$ cat config.mk
export PLATFORM = sky130hd
export DESIGN_NAME = decode_pipectrl
export DESIGN_NICKNAME = d
export VERILOG_FILES = /design/src/rtl/decode_pkg.sv /design/src/rtl/decode_pctl_buf.sv /design/src/rtl/decode_pipectrl.sv
export SDC_FILE = /design/constraint.sdc
export NUM_CORES = 1
export LEC_CHECK = 0
export ABC_AREA = 0
export CORE_MARGIN = 3
export CORE_UTILIZATION = 32
export DETAILED_ROUTE_END_ITERATION = 8
export GPL_TIMING_DRIVEN = 1
export SLEW_MARGIN = 10
export SYNTH_ARGS = -nofsm -noshare
export SYNTH_HDL_FRONTEND = slang
export SYNTH_SLANG_ARGS = --single-unit
$ cat constraint.sdc
create_clock -name clk -period 13.7 [get_ports clk]
set_input_delay 4.11 -clock clk [delete_from_list [all_inputs] [get_ports clk]]
set_output_delay 4.11 -clock clk [all_outputs]
set_load 0.1 [all_outputs]
$ cat src/rtl/decode_pkg.sv
// rtl/decode_pkg.sv - shared widths and state encoding for the decode stage pipe controller
package decode_pkg;

    localparam int FID_W         = 8;
    localparam int PAYLOAD_W_DEF = 160;

    // Encoding doubles as the occupancy count driven on o_count.
    typedef enum logic [1:0] {
        ST_EMPTY = 2'd0,
        ST_ONE   = 2'd1,
        ST_FULL  = 2'd2
    } pctl_state_t;

endpackage

$ cat src/rtl/decode_pctl_buf.sv
// rtl/decode_pctl_buf.sv - two-entry payload/FID storage, written and read by external pointers
module decode_pctl_buf
    import decode_pkg::*;
#(
    parameter int PAYLOAD_W = PAYLOAD_W_DEF
) (
    input  logic                 clk,
    input  logic                 wr_en,
    input  logic                 wr_ptr,
    input  logic [PAYLOAD_W-1:0] wr_payload,
    input  logic [FID_W-1:0]     wr_fid,
    input  logic                 rd_ptr,
    output logic [PAYLOAD_W-1:0] rd_payload,
    output logic [FID_W-1:0]     rd_fid
);

    // Storage is intentionally not reset; o_valid qualifies the read side.
    logic [PAYLOAD_W-1:0] payload_q [2];
    logic [FID_W-1:0]     fid_q     [2];

    always_ff @(posedge clk) begin
        if (wr_en) begin
            payload_q[wr_ptr] <= wr_payload;
            fid_q[wr_ptr]     <= wr_fid;
        end
    end

    assign rd_payload = payload_q[rd_ptr];
    assign rd_fid     = fid_q[rd_ptr];

endmodule

$ cat src/rtl/decode_pipectrl.sv
// rtl/decode_pipectrl.sv - decode register stage handshake, FID tagging and flush control
module decode_pipectrl
    import decode_pkg::*;
#(
    parameter int PAYLOAD_W = PAYLOAD_W_DEF
) (
    input  logic                 clk,
    input  logic                 resetn,
    input  logic                 snoop_hit,
    input  logic                 bco_valid,
    input  logic                 i_valid,
    output logic                 i_ready,
    input  logic [PAYLOAD_W-1:0] i_payload,
    output logic                 o_valid,
    input  logic                 o_ready,
    output logic [PAYLOAD_W-1:0] o_payload,
    output logic [FID_W-1:0]     o_fid,
    output logic [1:0]           o_count
);

    localparam logic [FID_W-1:0] FID_ONE = 1;

    pctl_state_t      state_q, state_d;
    logic             wr_ptr_q, rd_ptr_q;
    logic [FID_W-1:0] fid_q;
    logic             flush, push, pop;

    assign flush   = snoop_hit | bco_valid;
    assign i_ready = resetn & (state_q != ST_FULL);
    assign o_valid = resetn & (state_q != ST_EMPTY) & ~flush;
    assign push    = i_valid & i_ready & ~flush;
    assign pop     = o_valid & o_ready;
    assign o_count = resetn ? state_q : ST_EMPTY;

    always_comb begin
        state_d = state_q;
        if (flush) begin
            state_d = ST_EMPTY;
        end else begin
            unique case (state_q)
                ST_EMPTY: if (push) state_d = ST_ONE;
                ST_ONE: begin
                    if (push && !pop)      state_d = ST_FULL;
                    else if (!push && pop) state_d = ST_EMPTY;
                end
                ST_FULL:  if (pop) state_d = ST_ONE;
                default:  state_d = ST_EMPTY;
            endcase
        end
    end

    // The FID counter survives flushes so retried bundles never reuse a live tag.
    always_ff @(posedge clk) begin
        if (!resetn) begin
            state_q  <= ST_EMPTY;
            wr_ptr_q <= 1'b0;
            rd_ptr_q <= 1'b0;
            fid_q    <= '0;
        end else begin
            state_q <= state_d;
            if (flush) begin
                wr_ptr_q <= 1'b0;
                rd_ptr_q <= 1'b0;
            end else begin
                if (push) wr_ptr_q <= ~wr_ptr_q;
                if (pop)  rd_ptr_q <= ~rd_ptr_q;
            end
            if (push) fid_q <= fid_q + FID_ONE;
        end
    end

    decode_pctl_buf #(
        .PAYLOAD_W (PAYLOAD_W)
    ) u_buf (
        .clk        (clk),
        .wr_en      (push),
        .wr_ptr     (wr_ptr_q),
        .wr_payload (i_payload),
        .wr_fid     (fid_q),
        .rd_ptr     (rd_ptr_q),
        .rd_payload (o_payload),
        .rd_fid     (o_fid)
    );

endmodule

# == Word-level counts from Yosys, hierarchy flattened ==
# Memory sizes are Yosys's and may differ from the RTL's. A register that Yosys moved wholly into a read port is not among the register bits.
# Cells that the tools add are included.
# classes
n_addsub,1
n_eq_ne,6
mux,12
bitwise_logic,11
n_reduce_logical,8
# op_table
operator,n
$mux W2,5
$add A8 B1 Y8 const B,1
$and A1 B1 Y1,6
$mux W1,6
$ne A2 B2 Y1 const B,3
$pmux W2 S3,1
$not A1 Y1,4
$ne A3 B3 Y1 const B,1
$reduce_and A3 Y1,1
$eq A2 B1 Y1 const B,1
$eq A2 B2 Y1 const B,1
$logic_and A1 B1 Y1,2
$logic_not A1 Y1,2
$logic_not A2 Y1,1
$reduce_bool A2 Y1,1
$reduce_or A2 Y1,1
$or A1 B1 Y1,1
# totals
reg_bits,12
ramBits,336
in_bits,166
output_inout_bits,172
word_cells,44
memories,2
# mem_list
memory,depth,width,rd,rd_ports_with_merged_regs,write_ports,line_no,text
u_buf.payload_q,2,160,1,1,1,decode_pctl_buf.sv:18,logic [PAYLOAD_W-1:0] payload_q [2];
u_buf.fid_q,2,8,1,1,1,decode_pctl_buf.sv:19,logic [FID_W-1:0] fid_q [2];

# == Longest topological paths before layout ==
# logic_depth
depth_word,9
ltp_mapped,9
ltp_nobuf,9

# == Modules after synthesis ==
# A second synthesis with hierarchy kept.
# hier_totals
cells_unflattened,597
hier_area_um2,13152.6
# by_module_without_submodules
module,n_inst,cells_each,area_per_inst_um2,seq_area_each_um2
decode_pctl_buf,1,525,12562.0,10089.7
decode_pipectrl,1,72,590.6,240.2

# == Worst setup path after synthesis ==
# OpenSTA, ideal clock, no wires.
# synth_path
kind,input-to-reg
from,in bco_valid
to,"mem u_buf.fid_q[0][0], enable pin"
setup_ns,0.699
arrival_time_ns,11.523
required_time_ns,13.001
slack_ns,1.478
cell_stages,3
n_path_buf,0
path_cell_list,nor2_1 -> nand4_4 -> nor2_1
# synth_via
elab_chain_len,5
# synth_lines
item,line_no,text
start: declaration,decode_pipectrl.sv:10,"input logic bco_valid,"
$or A1 B1 Y1,decode_pipectrl.sv:28,assign flush = snoop_hit | bco_valid;
$not A1 Y1,decode_pipectrl.sv:31,assign push = i_valid & i_ready & ~flush;
$and A1 B1 Y1,decode_pipectrl.sv:31,
$mux W1,decode_pctl_buf.sv:22,if (wr_en) begin
$mux W1 (implied by the code),decode_pctl_buf.sv:24,fid_q[wr_ptr] <= wr_fid;
end: declaration,decode_pctl_buf.sv:19,
# No other way between the ends.

# == Final worst setup path ==
# layout_path
from,in resetn
to,out o_valid
# layout_via
elab_chain_len,2
# layout_lines
item,line_no,text
start: declaration,decode_pipectrl.sv:8,"input logic resetn,"
$and A1 B1 Y1 (2 in series),decode_pipectrl.sv:30,assign o_valid = resetn & (state_q != ST_EMPTY) & ~flush;
end: declaration,decode_pipectrl.sv:14,"output logic o_valid,"
# No other way between the ends.

==> flow_metrics.env <==
export IMPL_status="finished clean"
export IMPL_die_area_um2=42200
export IMPL_cp_slowest_cell="clkdlybuf4s50_1"
export IMPL_ys_ff_latch=349
export IMPL_cts_tree="done"
export IMPL_clock_latency_ns=0.54
export IMPL_routed_wl_mm=27.8
export IMPL_cts_resized=0
export IMPL_viasPerCell=4.47
export IMPL_yosysTopAreaCellShare=0.793
export IMPL_cts_setup_buffers=0
export IMPL_ioPinCount=338
export IMPL_cp_cell_sequence="clkdlybuf4s50_1 > nand2_1 > nor2_1 > clkdlybuf4s50_1"
export IMPL_die_width_um=205
export IMPL_antenna_found_initial=1
export IMPL_synth_nets=762
export IMPL_fin_crit_sh=0.772
export IMPL_clock_fmax_mhz=94.6
export IMPL_clock_skew_ns=0.0167
export IMPL_synth_edf_count=336
export IMPL_slew_violations=0
export IMPL_drive_above_1_share=0.239
export IMPL_netlist_area_um2=12700
export IMPL_grt_pass1_wl_mm=40.7
export IMPL_yosysUniqueCellTypes=28
export IMPL_cp_required_ns=9.59
export IMPL_io_buffers=337
export IMPL_endpoint_kind="primary output"
export IMPL_grt_pass1_vias=7055
export IMPL_ctsHtreeMaxLevel=2
export IMPL_hold_viol_final=0
export IMPL_synth_seq_area_share=0.814
export IMPL_crit_path_start_kind="primary input"
export IMPL_cts_made_buffers=38
export IMPL_crit_fanout=14
export IMPL_area_growth_pct=41.2
export IMPL_gp_congestion=0.707
export IMPL_wl_per_cell_um=18.5
export IMPL_max_cap_viol_count=0
export IMPL_ir_drop_mv=0.0920
export IMPL_dp_hpwl_mm=17.7
export IMPL_clk_path_buf_depth=3
export IMPL_synthTopCellsByArea="edfxtp_1 79%, mux2_2 15%, dfxtp_1 2.0%"
export IMPL_hold_buffers=0
export IMPL_slew_headroom=0.247
export IMPL_drt_iter0_markers=313
export IMPL_ys_async_sr_fraction=0
export IMPL_nets=1125
export IMPL_vias=6723
export IMPL_cpPeakStageDelay_ns=1.16
export IMPL_synth_top_area_cell="edfxtp_1"
export IMPL_setup_viol=0
export IMPL_synth_ff_type="edfxtp_1"
export IMPL_crit_arrival_ns=6.46
export IMPL_synth_cells=594
export IMPL_grt_overflow_total=0
export IMPL_cts_sinks=349
export IMPL_leakagePower_nw=5.86
export IMPL_tightest_slew_ns=1.13
export IMPL_die_h_um=205
export IMPL_path_class="in -> out"
export IMPL_yosys_top_cells_count="336 x edfxtp_1, 168 x mux2_2, 17 x buf_2"
export IMPL_utilization=0.461
export IMPL_path_clk_slew_ns=0.06
export IMPL_grt_max_degree=72
export IMPL_initial_core_util=0.327
export IMPL_syn_area_per_cell_um2=21.4
export IMPL_synth_most_common_cell="edfxtp_1"
export IMPL_drtPass1Iterations=4
export IMPL_rows=72
export IMPL_synth_warning_count=0
export IMPL_postRouteAntennaNets=0
export IMPL_cts_root_buf="clkbuf_16"
export IMPL_setup_tns_ns=0
export IMPL_min_period_ns=10.57
export IMPL_drc=0
export IMPL_cpMostUsedCell="clkdlybuf4s50_1"
export IMPL_p_per_area_nw_per_um2=132
export IMPL_hp_class="reg -> reg"
export IMPL_grt_usage=0.127
export IMPL_rsz0062_at_grt="no"
export IMPL_core_um2=38900
==> layout by cell type (no fill, tap or decap), types with 4 or more instances in the layout <==
master and instances:
clkdlybuf4s50_1 337, edfxtp_1 336, mux2_2 168, clkbuf_16 39, dfxtp_1 12, nand2_1 11
clkbuf_1 11, nor2_1 8, mux2i_1 6, buf_4 6, clkinv_1 5, bufinv_16 5
clkinv_2 4
==> final cells by class <==
type                       instances  area, um^2
antenna                            1        2.50
clock buffer                      52        1040
clock inverter                    16         210
fill                            3397       21000
inverter                           2        7.51
multi-input combinational        223        2270
sequential                       349       10400
tap                              518         648
timing repair buffer             343        3420
==> sequential cells by signal, summed over array words and instances (netlist names), named ones only <==
register         count
state_q              2
wr_ptr_q             1
u_buf.payload_q    320
fid_q                8
u_buf.fid_q         16
rd_ptr_q             1
==> kinds of logic after synthesis <==
| group | after synthesis | synth area share |
|---|---|---|
| compound gates | 9 | 0.00482 |
| xor+xnor | 3 | 0.00207 |
| fa+ha+maj | 2 | 0.00197 |
| buf+inv | 22 | 0.00846 |
| flops | 349 | 0.814 |
| mux | 174 | 0.153 |
| simple gates | 35 | 0.0154 |
==> per-layer routing <==
metal  vias up  part of all wire  global-route usage
li1       3086                 -                   -
met1      3350              0.41               0.154
met2       235              0.47               0.202
met3        50             0.090              0.0459
met4         2             0.032              0.0598
met5         -           0.00025                   0
==> metrics by stage <==
stage / setup WS, ns / total power (W) / cell area, um^2 / hold WS [ns] / instances
finish: 3.13 / 0.00236 / 18000 / 0.492 / 1504
global route: 2.95 / 0.00245 / 18000 / 0.508 / 1503
CTS: 3.11 / 0.00241 / 18000 / 0.493 / 1503
detailed placement: 3.12 / 0.00136 / 16700 / 0.478 / 1435
global placement: 3.16 / 0.00136 / 16700 / 0.470 / 1435
floorplan: 1.48 / 0.00129 / 12700 / 0.444 / 594
==> final timing paths <==
| path | to | cells past startpoint | start | slack [ns] |
|---|---|---|---|---|
| worst max register to register | u_buf.payload_q[0][70] | 4 | state_q[0] | 10.60 |
| worst min register to register | u_buf.fid_q[0][5] | 0 | fid_q[5] | 0.49 |
| worst min-delay path | u_buf.fid_q[0][5] | 0 | fid_q[5] | 0.49 |
| worst max-delay path | o_valid | 4 | resetn | 3.13 |
==> worst max-delay path, delay by kind of cell <==
kind | cells | cell delay, ns
buffers and inverters | 2 | 1.93
AND/OR/NAND/NOR | 2 | 0.41
==> power by group <==
group	switching [W]	leakage (nW)	internal (W)
sequential	0.00000234	3.15	0.00118
combinational	0.0000959	2.11	0.0000640
clock	0.000393	0.610	0.000629
No activity file was read; power rests on OpenSTA's default activity.
